**src/rtl/enigma_pkg.sv**
```systemverilog
// Shared letter and lamp-FSM definitions for the Enigma lamp board datapath.
// Letters are 6-bit indices; only 0..25 (A..Z) name a lamp.
package enigma_pkg;

    localparam int LETTER_W    = 6;
    localparam int NUM_LETTERS = 26;

    typedef logic [LETTER_W-1:0] letter_t;

    typedef enum logic [1:0] {
        ST_IDLE  = 2'd0,
        ST_LIGHT = 2'd1,
        ST_GAP   = 2'd2
    } lamp_state_e;

    function automatic logic is_valid_letter(input letter_t l);
        return l < letter_t'(NUM_LETTERS);
    endfunction

endpackage

```
**src/rtl/letter_fifo.sv**
```systemverilog
// First-word-fall-through letter FIFO; head is visible the cycle after the push into an empty FIFO.
// Pushes while full and pops while empty are ignored; o_full/o_empty come straight from the occupancy register.
module letter_fifo
    import enigma_pkg::*;
#(
    parameter int DEPTH = 8
) (
    input  logic                clk,
    input  logic                rst_n,
    input  logic                i_push,
    input  logic [LETTER_W-1:0] i_push_dat,
    input  logic                i_pop,
    output logic [LETTER_W-1:0] o_head_dat,
    output logic                o_full,
    output logic                o_empty
);

    localparam int AW = $clog2(DEPTH);
    localparam logic [AW:0]   FULL_CNT = (AW+1)'(DEPTH);
    localparam logic [AW:0]   CNT_ONE  = (AW+1)'(1);
    localparam logic [AW-1:0] PTR_ONE  = AW'(1);

    letter_t          r_mem [DEPTH];
    logic [AW-1:0]    r_wr_ptr;
    logic [AW-1:0]    r_rd_ptr;
    logic [AW:0]      r_count;
    logic             w_push;
    logic             w_pop;

    assign w_push = i_push & ~o_full;
    assign w_pop  = i_pop & ~o_empty;

    // Power-of-two depth lets the pointers wrap naturally.
    always_ff @(posedge clk or negedge rst_n) begin
        if (!rst_n) begin
            r_wr_ptr <= '0;
            r_rd_ptr <= '0;
            r_count  <= '0;
        end else begin
            if (w_push) r_wr_ptr <= r_wr_ptr + PTR_ONE;
            if (w_pop)  r_rd_ptr <= r_rd_ptr + PTR_ONE;
            if (w_push && !w_pop)      r_count <= r_count + CNT_ONE;
            else if (w_pop && !w_push) r_count <= r_count - CNT_ONE;
        end
    end

    always_ff @(posedge clk) begin
        if (w_push) r_mem[r_wr_ptr] <= i_push_dat;
    end

    assign o_full     = (r_count == FULL_CNT);
    assign o_empty    = (r_count == '0);
    assign o_head_dat = o_empty ? '0 : r_mem[r_rd_ptr];

endmodule

```
**src/rtl/lamp_driver.sv**
```systemverilog
// Lights one lamp per accepted letter for HOLD_CYCLES then dark for GAP_CYCLES; lamp appears one cycle after accept.
// in_ready is low while a lamp sequence runs or the readout FIFO is full; valid letters are logged in the FIFO.
module lamp_driver
    import enigma_pkg::*;
#(
    parameter int HOLD_CYCLES = 8,
    parameter int GAP_CYCLES  = 2,
    parameter int FIFO_DEPTH  = 8
) (
    input  logic                   clk,
    input  logic                   rst_n,
    input  logic                   in_valid,
    input  logic [LETTER_W-1:0]    in_letter,
    output logic                   in_ready,
    output logic [NUM_LETTERS-1:0] lamp,
    output logic                   lamp_busy,
    output logic                   err_invalid,
    output logic                   out_valid,
    output logic [LETTER_W-1:0]    out_letter,
    input  logic                   out_ready
);

    localparam int CNT_W = 20;
    localparam logic [CNT_W-1:0]       HOLD_LD  = CNT_W'(HOLD_CYCLES - 1);
    localparam logic [CNT_W-1:0]       GAP_LD   = CNT_W'((GAP_CYCLES > 0) ? GAP_CYCLES - 1 : 0);
    localparam logic [CNT_W-1:0]       CNT_ONE  = CNT_W'(1);
    localparam logic [NUM_LETTERS-1:0] LAMP_ONE = NUM_LETTERS'(1);

    lamp_state_e      r_state;
    lamp_state_e      w_next_state;
    logic [CNT_W-1:0] r_cnt;
    letter_t          r_letter;
    logic             r_live;
    logic             r_err;
    logic             w_xfer;
    logic             w_letter_ok;
    logic             w_push;
    logic             w_pop;
    logic             w_full;
    logic             w_empty;

    assign w_xfer      = in_valid & in_ready;
    assign w_letter_ok = is_valid_letter(in_letter);
    assign w_push      = w_xfer & w_letter_ok;
    assign w_pop       = out_valid & out_ready;

    // r_live keeps in_ready low until the first edge after reset release.
    always_ff @(posedge clk or negedge rst_n) begin
        if (!rst_n) begin
            r_state  <= ST_IDLE;
            r_cnt    <= '0;
            r_letter <= '0;
            r_live   <= 1'b0;
            r_err    <= 1'b0;
        end else begin
            r_state <= w_next_state;
            r_live  <= 1'b1;
            r_err   <= w_xfer & ~w_letter_ok;
            if (w_push) r_letter <= in_letter;
            if (r_state == ST_IDLE && w_next_state == ST_LIGHT)
                r_cnt <= HOLD_LD;
            else if (r_state == ST_LIGHT && w_next_state == ST_GAP)
                r_cnt <= GAP_LD;
            else if (r_cnt != '0)
                r_cnt <= r_cnt - CNT_ONE;
        end
    end

    always_comb begin
        w_next_state = r_state;
        case (r_state)
            ST_IDLE:  if (w_push) w_next_state = ST_LIGHT;
            ST_LIGHT: if (r_cnt == '0) w_next_state = (GAP_CYCLES == 0) ? ST_IDLE : ST_GAP;
            ST_GAP:   if (r_cnt == '0) w_next_state = ST_IDLE;
            default:  w_next_state = ST_IDLE;
        endcase
    end

    always_comb begin
        lamp      = '0;
        lamp_busy = (r_state != ST_IDLE);
        in_ready  = r_live & (r_state == ST_IDLE) & ~w_full;
        if (r_state == ST_LIGHT) lamp = LAMP_ONE << r_letter;
    end

    assign err_invalid = r_err;
    assign out_valid   = ~w_empty;

    letter_fifo #(
        .DEPTH (FIFO_DEPTH)
    ) u_fifo (
        .clk        (clk),
        .rst_n      (rst_n),
        .i_push     (w_push),
        .i_push_dat (in_letter),
        .i_pop      (w_pop),
        .o_head_dat (out_letter),
        .o_full     (w_full),
        .o_empty    (w_empty)
    );

endmodule

```
**config.mk**
```make
export PLATFORM = sky130hd
export DESIGN_NAME = lamp_driver
export DESIGN_NICKNAME = d
export VERILOG_FILES = /design/src/rtl/enigma_pkg.sv /design/src/rtl/letter_fifo.sv /design/src/rtl/lamp_driver.sv
export SDC_FILE = /design/constraint.sdc
export NUM_CORES = 1
export LEC_CHECK = 0
export ABC_CLOCK_PERIOD_IN_PS = 6750
export CAP_MARGIN = 0
export CELL_PAD_IN_SITES_DETAIL_PLACEMENT = 1
export CELL_PAD_IN_SITES_GLOBAL_PLACEMENT = 1
export CORE_MARGIN = 2
export CORE_UTILIZATION = 34
export DETAILED_ROUTE_END_ITERATION = 8
export GPL_TIMING_DRIVEN = 0
export PLACE_DENSITY_LB_ADDON = 0.1
export SLEW_MARGIN = 25
export SYNTH_ARGS = -nofsm -noshare
export SYNTH_HDL_FRONTEND = slang
export SYNTH_SLANG_ARGS = --single-unit
```
**constraint.sdc**
```tcl
create_clock -name clk -period 6.75 [get_ports clk]
set_input_delay 0.675 -clock clk [delete_from_list [all_inputs] [get_ports clk]]
set_output_delay 0.675 -clock clk [all_outputs]
set_load 0.005 [all_outputs]
```
### Word-level counts from Yosys, hierarchy flattened

Memories as Yosys holds them, arrays and structs flattened.
Index checks and enable logic that the tools add are counted.

| word-level totals | value |
|---|---|
| output and inout port bits | 36 |
| memories | 1 |
| ROM bits | 0 |
| bits in latches | 0 |
| register bits | 40 |
| logic and storage cells | 58 |
| memory bits (writable) | 48 |
| input port bits | 10 |

Memories:

| name | words | bits a word | rd ports | clocked after memory_dff | wr ports | RTL line | source |
|---|---|---|---|---|---|---|---|
| u_fifo.r_mem | 8 | 6 | 1 | 0 | 1 | letter_fifo.sv:23 | `letter_t r_mem [DEPTH];` |

| cells by class | value |
|---|---|
| shift-type cells | 1 |
| multiplexer cells | 13 |
| divide/modulo/power cells | 0 |
| order comparisons | 1 |
| multipliers | 0 |
| equal/unequal tests | 5 |
| add/sub/neg operators | 5 |
| reduce and logical (&&, ||, !) cells | 13 |
| bitwise logic cells | 11 |

Operators with widths:

| operator | number |
|---|---|
| $mux W20 | 3 |
| $mux W26 | 1 |
| $shl A1 B6 Y26 const A | 1 |
| $logic_not A20 Y1 | 1 |
| $reduce_bool A20 Y1 | 1 |
| $sub A20 B1 Y20 const B | 1 |
| $and A1 B1 Y1 | 8 |
| $mux W4 | 2 |
| $add A3 B1 Y3 const B | 2 |
| $lt A6 B5 Y1 const B | 1 |
| $mux W2 | 3 |
| $mux W6 | 1 |
| $pmux W2 S3 | 1 |
| $add A4 B1 Y4 const B | 1 |
| $eq A2 B1 Y1 const B | 2 |
| $eq A2 B2 Y1 const B | 2 |
| $eq A4 B4 Y1 const B | 1 |
| $logic_and A1 B1 Y1 | 4 |
| $logic_not A4 Y1 | 1 |
| $reduce_bool A2 Y1 | 2 |
| $sub A4 B1 Y4 const B | 1 |
| $not A1 Y1 | 3 |
| $reduce_bool A3 Y1 | 1 |
| $logic_not A1 Y1 | 2 |
| 2 further kinds | 3 |

### Longest topological paths before layout

Gate-level depths: netlist of the first run.

| depth | value |
|---|---|
| depth after elaboration | 11 |
| depth in mapped cells | 13 |

### Cells and area by module

A second synthesis of the first run with hierarchy kept.

| second synthesis, totals | value |
|---|---|
| cells, all modules | 337 |
| area total of the unflattened synthesis | 4,176.5 µm² |

By module, submodules not included:

| module | area an instance (µm²) | sequential area each (µm²) | cells an instance | instances |
|---|---|---|---|---|
| letter_fifo | 2,432.3 | 1,691.6 | 135 | 1 |
| lamp_driver | 1,744.2 | 750.7 | 202 | 1 |

### Worst setup path after synthesis of the first run

OpenSTA, ideal clock, no wires.

| timing | value |
|---|---|
| kind | input to register |
| start point | input port in_letter[2] |
| end point | register u_fifo.r_count[3] |
| stages | 12 |
| library setup time | 0.136 ns |
| arrival time | 3.149 ns |
| slack | 3.465 ns |
| cell sequence | or2_2 a31oi_1 nand3_1 inv_2 buf_2 buf_4 ha_1 inv_1 ha_1 a21o_1 a2111oi_0 o31ai_1 |

| between the ends | value |
|---|---|
| cells in the longest elaborated chain, start to end | 6 |
| elaborated cells on any way between the ends | 8 |
| those cells by class | 1 x order compare; 1 x mux; 2 x bitwise; 4 x reduce/logical |

Ends and longest elaborated chain:

| what | RTL line | source |
|---|---|---|
| start, declared | lamp_driver.sv:13 | `input logic [LETTER_W-1:0] in_letter,` |
| $lt A6 B5 Y1 * | enigma_pkg.sv:17 | `return l < letter_t'(NUM_LETTERS);` |
| $and A1 B1 Y1 * | lamp_driver.sv:44 | `assign w_push = w_xfer & w_letter_ok;` |
| $and A1 B1 Y1 * | letter_fifo.sv:30 | `assign w_push = i_push & ~o_full;` |
| named net u_fifo.w_push | letter_fifo.sv:27 | `logic w_push;` |
| $logic_not A1 Y1 | letter_fifo.sv:43 | `else if (w_pop && !w_push) r_count <= r_count - CNT_ONE;` |
| $logic_and A1 B1 Y1 | letter_fifo.sv:43 |  |
| $reduce_bool A2 Y1 (no source line) | -- |  |
| end signal, assigned | letter_fifo.sv:42 | `if (w_push && !w_pop) r_count <= r_count + CNT_ONE;` |
| end signal, assigned | letter_fifo.sv:43 |  |
| end, declared | letter_fifo.sv:26 | `logic [AW:0] r_count;` |

The timed path passes the listed nets; every way through them passes the cells marked *.
A chain may end at the register's enable or synchronous reset.

### Worst setup path after layout of the first run

| timing | value |
|---|---|
| start point | input port in_letter[1] |
| end point | register u_fifo.r_count[3] |

Same word-level chain as after synthesis.

==> metrics.sh, run 1 <==
STATUS='finished, final reports clean'
FINISH.CELL_COUNT_WITHOUT_FILLERS=525
DRC_ERRORS=0
PATH_COMMON_CELL='sky130_fd_sc_hd__ha_1'
CTS_ROOT_BUF='sky130_fd_sc_hd__clkbuf_16'
INITIAL_UTILIZATION=0.352
PERIOD_MINUS_SLACK_NS=4.25
SYNTH_FP_NETS=334
POST_SYNTH_INST_COUNT=316
BASIC_GATE_SHARE_OF_THE_SYNTHESIZED_AREA_COUNTING_AND_OR_NAND_AND_NOR_CELLS=0.163
FLOW.AREA_GROWTH_FROM_SYNTHESIS_PCT=26.0
GPL.FINAL_WEIGHTED_CONGESTION=0.734
SYN_AREA_UM2=4070
MOSTFREQUENTLAYOUTCELL='sky130_fd_sc_hd__edfxtp_1'
POST_SYNTH_FA_HA_MAJ_AREA_FRACTION=0.0264
CLK_NETWORK_PWR_SHARE=0.495
TRACK_USAGE=0.165
MAX-VDD-IR-DROP_V=0.000102
CRITPATHARRIVALTIME_NS=4.46
SYNTH-COMPOUND-AREA-SHARE=0.0571
CELL_BY_CELL_TRACE_OF_THE_CRITICAL_PATH='clkdlybuf4s50_1 > or2_2 > a31oi_1 > nand3_1 > inv_2 > buf_2 > buf_4 > ha_1 > inv_1 > ha_1 > a21o_1 > a2111oi_0 > o31ai_1'
POST_CTS_RESIZE_COUNT=0
ROWS=39
IOPINCOUNT=46
CRITPATHLAUNCH='in_letter[1]'
ANT_NETS=0
DIE_HEIGHT_UM=113
TRITONCTS.NUM_BUFFERS=9
SYNTH_TOP_FAMILY_BY_AREA='simple AND/OR/NAND/NOR gates'
YS.FLOP_TYPE='sky130_fd_sc_hd__edfxtp_1'
WL_PER_CELL_UM=18.4
CLKLATENCYLATEPIN_NS=0.34
REGISTER_SHARE_OF_TOTAL_POWER=0.490
REQUIRED_NS=6.96
SYNTHXORXNORAREAFRAC=0.0258
DETAILROUTE.VIA_COUNT=2811
GRT_PASS1_WL_UM=16200
FIN_TNS_SETUP_NS=0
PROPORTION_OF_POWER_DRAWN_BY_COMBINATIONAL_GATES=0.015
FINAL.PERIOD_UTILIZATION=0.630
FIN_HOLD_WS_NS=0.329
DIE_AR_UM2=12900
UTILIZATION=0.444
DPL.HPWL_UM=6930
SYNTH.DISTINCT_CELLS=47
NUMCLOCKSINKS=88
GRT_SETUP_UNREPAIRED='no'
TIMING.RR.START='r_state[0]'
FMAXACHIEVABLE_GHz=0.235
INST_COUNT_DP=509
POWER_LEAKAGE_nW=1.76
INITIALDRTVIOLATIONCOUNT=97
CTS_HOLD_REPAIR.BUFFERS=0
WORST_R2R_PATH_DEPTH=12
WORST-PATH-MAX-FANOUT=10
POST_ROUTE_TOTAL_POWER_mW=1.16
SLEW_HEADROOM=0.325
DETAIL_ROUTE.VIAS_PER_CELL=5.35
GRT_MAX_DEGREE=22
CLOCK_TREE.HTREE_LEVEL_COUNT=3
NETS=395
CLOCK_TREE.BUFFER_DEPTH=2
MAX_STAGE_DELAY_NS=0.60
SYNTH_SEQ_AREA_SHARE=0.600
GRT_ANTENNA_BEFORE_REPAIR=0
CLOCK-SKEW-FINAL_NS=0.00679
NETSWITCHINGFRACTION=0.190
FINALSETUPVIOLATIONS=0
DRIVE_ABOVE_1_SHARE=0.160
WORST_R2R_ENDPOINT='u_fifo.r_count[3]'
WORST-R2R-SETUP-SLACK_NS=2.97
WORST_SLEW_PIN_SLEW_NS=1.01
POSTCTSSETUPBUFFERS=0
POWER_PER_CELL_AREA_nW_PER_UM2=226
MUX_CELL_AREA_SHARE_AFTER_SYNTHESIS=0.108
DIE-WIDTH_UM=113
CORE_AREA_UM2=11600
PORTBUFFERS=45
TIMING.CRITICAL_PATH.SLOWEST_STAGE_CELL='sky130_fd_sc_hd__clkdlybuf4s50_1'
TIMING.SETUP.CRITICAL_PATH_CLASS='in2reg'
SYNTHARSTFLOPSHARE=0.455
MOST-COMMON-LAYOUT-CELLS='48 x sky130_fd_sc_hd__edfxtp_1, 44 x sky130_fd_sc_hd__clkdlybuf4s50_1, 40 x sky130_fd_sc_hd__dfrtp_1'
SYNTH_EDF_COUNT=48
CTS_TREE='yes'
GRT_PASS1_VIAS=3025
TIMING.CRITICAL_PATH.TO_TYPE='flip-flop'
SYNTH_SEQ_CELLS=88
POWER.INTERNAL_uW=939
POSTSYNTHAREAPERCELL_UM2=12.9
WORST_HOLD_PATH_TYPE='in2async'
DRV_SLEW=0
DRT_PASS1_ITERATIONS=4
CP-START-KIND='input port'
NET-SWITCHING-POWER_uW=220
ROUTE.FINAL.WIRE_LENGTH_UM=9680
GRT_OVERFLOW_TOTAL=0
MAXCAPVIOLATIONS=0
FINAL_HOLD_VIOL_COUNT=0
YOSYS_WARNINGS=0
NUM_ANTENNA_CELLS=0
CTS.REPORTEDPATHS.CLKPINSLEW_NS=0.06
-- synth_stat cells (2+ instances only) --
cell type                  instances  area share
sky130_fd_sc_hd__or4_1             3      0.0055
sky130_fd_sc_hd__xnor2_1          10       0.021
sky130_fd_sc_hd__nor4b_1           5       0.011
sky130_fd_sc_hd__nor4_1            8       0.012
sky130_fd_sc_hd__edfxtp_1         48        0.35
sky130_fd_sc_hd__mux2i_1           8       0.020
sky130_fd_sc_hd__dfrtp_1          40        0.25
sky130_fd_sc_hd__mux4_2           12       0.066
sky130_fd_sc_hd__nor3_1           28       0.034
sky130_fd_sc_hd__ha_1              7       0.021
sky130_fd_sc_hd__buf_1             2      0.0018
sky130_fd_sc_hd__buf_2             3      0.0037
sky130_fd_sc_hd__nand3_1           8      0.0098
sky130_fd_sc_hd__nand2_1          13       0.012
sky130_fd_sc_hd__mux2_2            8       0.022
sky130_fd_sc_hd__nand4b_1          2      0.0043
sky130_fd_sc_hd__o21a_1            2      0.0037
sky130_fd_sc_hd__nor2_1           31       0.029
sky130_fd_sc_hd__a21oi_1          11       0.014
sky130_fd_sc_hd__xor2_1            2      0.0043
sky130_fd_sc_hd__o31ai_1           6       0.011
sky130_fd_sc_hd__inv_1             6      0.0055
sky130_fd_sc_hd__or4_4             3      0.0083
sky130_fd_sc_hd__or3_1             7       0.011
sky130_fd_sc_hd__o21ai_0           8      0.0098
sky130_fd_sc_hd__or2_2             3      0.0046
sky130_fd_sc_hd__clkbuf_1          6      0.0055
sky130_fd_sc_hd__nand2b_1          7       0.011
-- sequential cells by signal (all words and copies together) (netlist names) --
signal and cells:
r_state 2, err_invalid 1, u_fifo.r_mem 48, u_fifo.r_count 4, u_fifo.r_wr_ptr 3, u_fifo.r_rd_ptr 3
r_letter 6, r_live 1, r_cnt 20
-- worst max-delay path: cells and delay by family --
family / cells / cell delay, ns
buffers and inverters: 5 / 1.42
AO/OA/AOI/OAI: 4 / 1.04
AND/OR/NAND/NOR: 2 / 0.81
adder cells (fa/ha/maj): 2 / 0.51
-- per-stage QoR --
| step | worst slack [ns] | cell area, µm² |
|---|---|---|
| after floorplan | 3.46 | 4070 |
| after global placement | 2.18 | 4700 |
| after detailed placement | 2.02 | 4790 |
| after CTS | 2.39 | 5130 |
| after global routing | 2.05 | 5130 |
| final | 2.50 | 5130 |
-- cell type report --
cell class	instances	area (µm²)
Inverter	7	26.3
Sequential cell	88	2440
Multi-Input combinational cell	209	1600
Tap cell	143	179
Timing Repair Buffer	50	493
Fill cell	1223	6430
Buffer	12	52.6
Clock inverter	6	116
Clock buffer	10	229
-- cell families (layout without fill, tap and decap cells) --
| logic type | after synthesis | in the layout |
|---|---|---|
| other | 1 | 1 |
| and+or+nand+nor | 124 | 124 |
| DFF | 88 | 88 |
| muxes | 28 | 28 |
| AOI/OAI and AO/OA | 36 | 36 |
| adders and majority gates | 8 | 8 |
| xor gates and xnor gates | 12 | 12 |
| buffers and inverters | 19 | 85 |
-- metal layers --
| metal | up-vias | GRT usage | wire, µm |
|---|---|---|---|
| li1 | 1323 | - | - |
| met1 | 1428 | 0.225 | 4650 |
| met2 | 48 | 0.258 | 4540 |
| met3 | 12 | 0.0340 | 340 |
| met4 | 0 | 0.0659 | 153 |
| met5 | - | 0 | 0 |
-- power groups by stage --
stage	Sequential [mW]	Clock, mW	Combinational (mW)
2_1_floorplan	0.579	0	0.000953
3_3_place_gp	0.579	0	0.0165
3_5_place_dp	0.579	0	0.0187
4_1_cts	0.568	0.588	0.0190
5_1_grt	0.567	0.609	0.0205
6_report	0.568	0.574	0.0179
-- how the worst max path moves through the flow --
stage,end,slack (ns),depth (start not counted)
6_report,u_fifo.r_count[3],2.50,13
5_1_grt,u_fifo.r_count[3],2.05,13
4_1_cts,u_fifo.r_count[3],2.39,13
3_5_place_dp,u_fifo.r_count[3],2.02,13
3_3_place_gp,u_fifo.r_count[3],2.18,13
2_1_floorplan,u_fifo.r_count[3],3.46,12
Note: power is estimated with default switching activity, not from simulation.
==> run 2, diff against run 1 <==
--- a/config.mk
+++ b/config.mk
@@ -5,7 +5,7 @@
 export SDC_FILE = /design/constraint.sdc
 export NUM_CORES = 1
 export LEC_CHECK = 0
-export ABC_CLOCK_PERIOD_IN_PS = 6750
+export ABC_CLOCK_PERIOD_IN_PS = 4150
 export CAP_MARGIN = 0
 export CELL_PAD_IN_SITES_DETAIL_PLACEMENT = 1
 export CELL_PAD_IN_SITES_GLOBAL_PLACEMENT = 1
==> constraint.sdc (replaced) <==
create_clock -name clk -period 4.15 [get_ports clk]
set_input_delay 0.415 -clock clk [delete_from_list [all_inputs] [get_ports clk]]
set_output_delay 0.415 -clock clk [all_outputs]
set_load 0.005 [all_outputs]
==> metrics.sh, run 2 (synthesis results as in run 1) <==
ANT_NETS=0  # unchanged
DRV_SLEW=0  # unchanged
CTS_TREE='yes'
CP-START-KIND='input port'
DRC_ERRORS=0  # unchanged
DETAILROUTE.VIA_COUNT=2815  # +0.14%
PERIOD_MINUS_SLACK_NS=3.69
CLKLATENCYLATEPIN_NS=0.34  # about the same
CRITPATHARRIVALTIME_NS=3.90  # -0.56 ns
CTS_HOLD_REPAIR.BUFFERS=0  # unchanged
POWER_PER_CELL_AREA_nW_PER_UM2=366  # +62%
WORST_SLEW_PIN_SLEW_NS=1.00  # -0.00173 ns
POSTCTSSETUPBUFFERS=0  # unchanged
DIE_HEIGHT_UM=113  # unchanged
PORTBUFFERS=45  # unchanged
WORST_HOLD_PATH_TYPE='in2async'
GRT_ANTENNA_BEFORE_REPAIR=0  # unchanged
FINAL.PERIOD_UTILIZATION=0.889
GRT_PASS1_VIAS=3025  # unchanged
FINISH.INSTANCE_AREA_UM2=5150  # +0.37%
CTS.REPORTEDPATHS.CLKPINSLEW_NS=0.06  # about the same
NUM_ANTENNA_CELLS=0  # unchanged
IOPINCOUNT=46  # unchanged
GRT_PASS1_WL_UM=16200  # unchanged
GROUTE.LAYER.MET3.USAGE=0.0340  # unchanged
GRT_MAX_DEGREE=22  # unchanged
GRT_OVERFLOW_TOTAL=0  # unchanged
BIGGEST_REGISTER='u_fifo.r_mem'
ROWS=39  # unchanged
INITIAL_UTILIZATION=0.352  # unchanged
FINAL_HOLD_VIOL_COUNT=0  # unchanged
GLOBALROUTEMET2UTIL=0.258  # unchanged
NUMCLOCKSINKS=88  # unchanged
DRIVE_ABOVE_1_SHARE=0.165  # +0.00524
TIMING.CRITICAL_PATH.TO_TYPE='flip-flop'
PLACEDINSTANCEAREA_UM2=4790  # unchanged
UTILIZATION=0.446  # +0.00162
FIN_HOLD_WS_NS=0.0687  # -0.260 ns
POST_CTS_RESIZE_COUNT=0  # unchanged
CLOCK-SKEW-FINAL_NS=0.00681  # +0.0000227 ns
CTS_ROOT_BUF='sky130_fd_sc_hd__clkbuf_16'
CORE_AREA_UM2=11600  # unchanged
REQUIRED_NS=4.36  # -2.60 ns
TIMING.SETUP.CRITICAL_PATH_CLASS='in2reg'
MOST-COMMON-LAYOUT-CELLS='48 x sky130_fd_sc_hd__edfxtp_1, 44 x sky130_fd_sc_hd__clkdlybuf4s50_1, 40 x sky130_fd_sc_hd__dfrtp_1'
DRT_PASS1_ITERATIONS=4  # unchanged
GPL.FINAL_WEIGHTED_CONGESTION=0.734  # unchanged
WL_PER_CELL_UM=18.4  # about the same
ROUTE.FINAL.WIRE_LENGTH_UM=9680  # about the same
TRACK_USAGE=0.165  # unchanged
CLOCK_TREE.BUFFER_DEPTH=2  # unchanged
DETAIL_ROUTE.VIAS_PER_CELL=5.36  # +0.14%
TIMING.CRITICAL_PATH.SLOWEST_STAGE_CELL='sky130_fd_sc_hd__clkdlybuf4s50_1'
POWER_LEAKAGE_nW=1.76  # about the same
GR-USAGE-MET1=0.225  # unchanged
POST_ROUTE_TOTAL_POWER_mW=1.89  # +63%
FIN_TNS_SETUP_NS=0  # unchanged
CELL_BY_CELL_TRACE_OF_THE_CRITICAL_PATH='clkdlybuf4s50_1 > or2_2 > a31oi_2 > nand3_4 > inv_2 > buf_2 > buf_4 > ha_1 > inv_1 > ha_1 > a21o_1 > a2111oi_0 > o31ai_1'
FINALSETUPVIOLATIONS=0  # unchanged
INITIALDRTVIOLATIONCOUNT=93  # -4.1%
STATUS='finished, final reports clean'
MAX-VDD-IR-DROP_V=0.000166  # +62%
DIE_AR_UM2=12900  # unchanged
MAX_STAGE_DELAY_NS=0.60  # about the same
SLEW_HEADROOM=0.326  # +0.00116
DIE-WIDTH_UM=113  # unchanged
LARGEST_REGISTER_FF_COUNT=48  # unchanged
GRT_SETUP_UNREPAIRED='no'
WORST-PATH-MAX-FANOUT=10  # unchanged
DPL.HPWL_UM=6930  # unchanged
PATH_DELAY_FAMILY='buffers and inverters'
FLOW.AREA_GROWTH_FROM_SYNTHESIS_PCT=26.5
GRT-BUSIEST-LAYER='met2'
MAXCAPVIOLATIONS=0  # unchanged
FMAXACHIEVABLE_GHz=0.271
CLOCK_TREE.HTREE_LEVEL_COUNT=3  # unchanged
REG.LARGEST.LIST='u_fifo.r_mem x48, r_cnt x20, r_letter x6'
TRITONCTS.NUM_BUFFERS=9  # unchanged
PATH_COMMON_CELL='sky130_fd_sc_hd__ha_1'
CRITICAL_PATH_BUF_INV_COUNT=5  # unchanged
MOSTFREQUENTLAYOUTCELL='sky130_fd_sc_hd__edfxtp_1'
NETS=395  # unchanged
-- run 2: cell counts in the layout (fill, tap and decap cells not counted) --
No cell type changed its count.
-- run 2: layout make-up --
class / instances / area, µm²
clock inverters: 6 / 116
well taps: 143 / 179
flip-flops and latches: 88 / 2440
fillers: 1222 / 6410
inverters: 7 / 26.3
multi-input cells: 209 / 1620
clock buffers: 10 / 229
repair buffers: 50 / 493
plain buffers: 12 / 52.6
-- run 2: path summary, 6_finish.rpt --
check                           cells past startpoint  slack, ns                 to         start
worst max-delay path                               13       0.46  u_fifo.r_count[3]  in_letter[1]
worst min-delay path                                1       0.07  u_fifo.r_count[1]         rst_n
worst max register to register                     12       0.60  u_fifo.r_count[3]    r_state[0]
worst min register to register                      2       0.55          r_cnt[18]     r_cnt[18]
max in group asynchronous                           2       3.58        r_letter[5]         rst_n
min in group clk                                    2       0.55          r_cnt[18]     r_cnt[18]
-- run 2: power breakdown --
| part | switching (mW) | internal (mW) | leakage (nW) |
|---|---|---|---|
| Clock | 0.339 | 0.594 | 0.168 |
| Combinational | 0.0195 | 0.0107 | 0.689 |
| Sequential | 0.000121 | 0.923 | 0.901 |
-- run 2: layer usage --
layer,part of all wire,vias up
met3,0.035,12
met1,0.48,1434
met5,0,-
met4,0.016,0
met2,0.47,46
li1,-,1323
-- run 2: per-stage QoR --
step           setup slack [ns]  cells
3_5_place_dp             -0.318    509
4_1_cts                  0.0536    525
3_3_place_gp             -0.159    504
6_report                  0.461    525
2_1_floorplan              1.03    316
5_1_grt                  0.0934    525
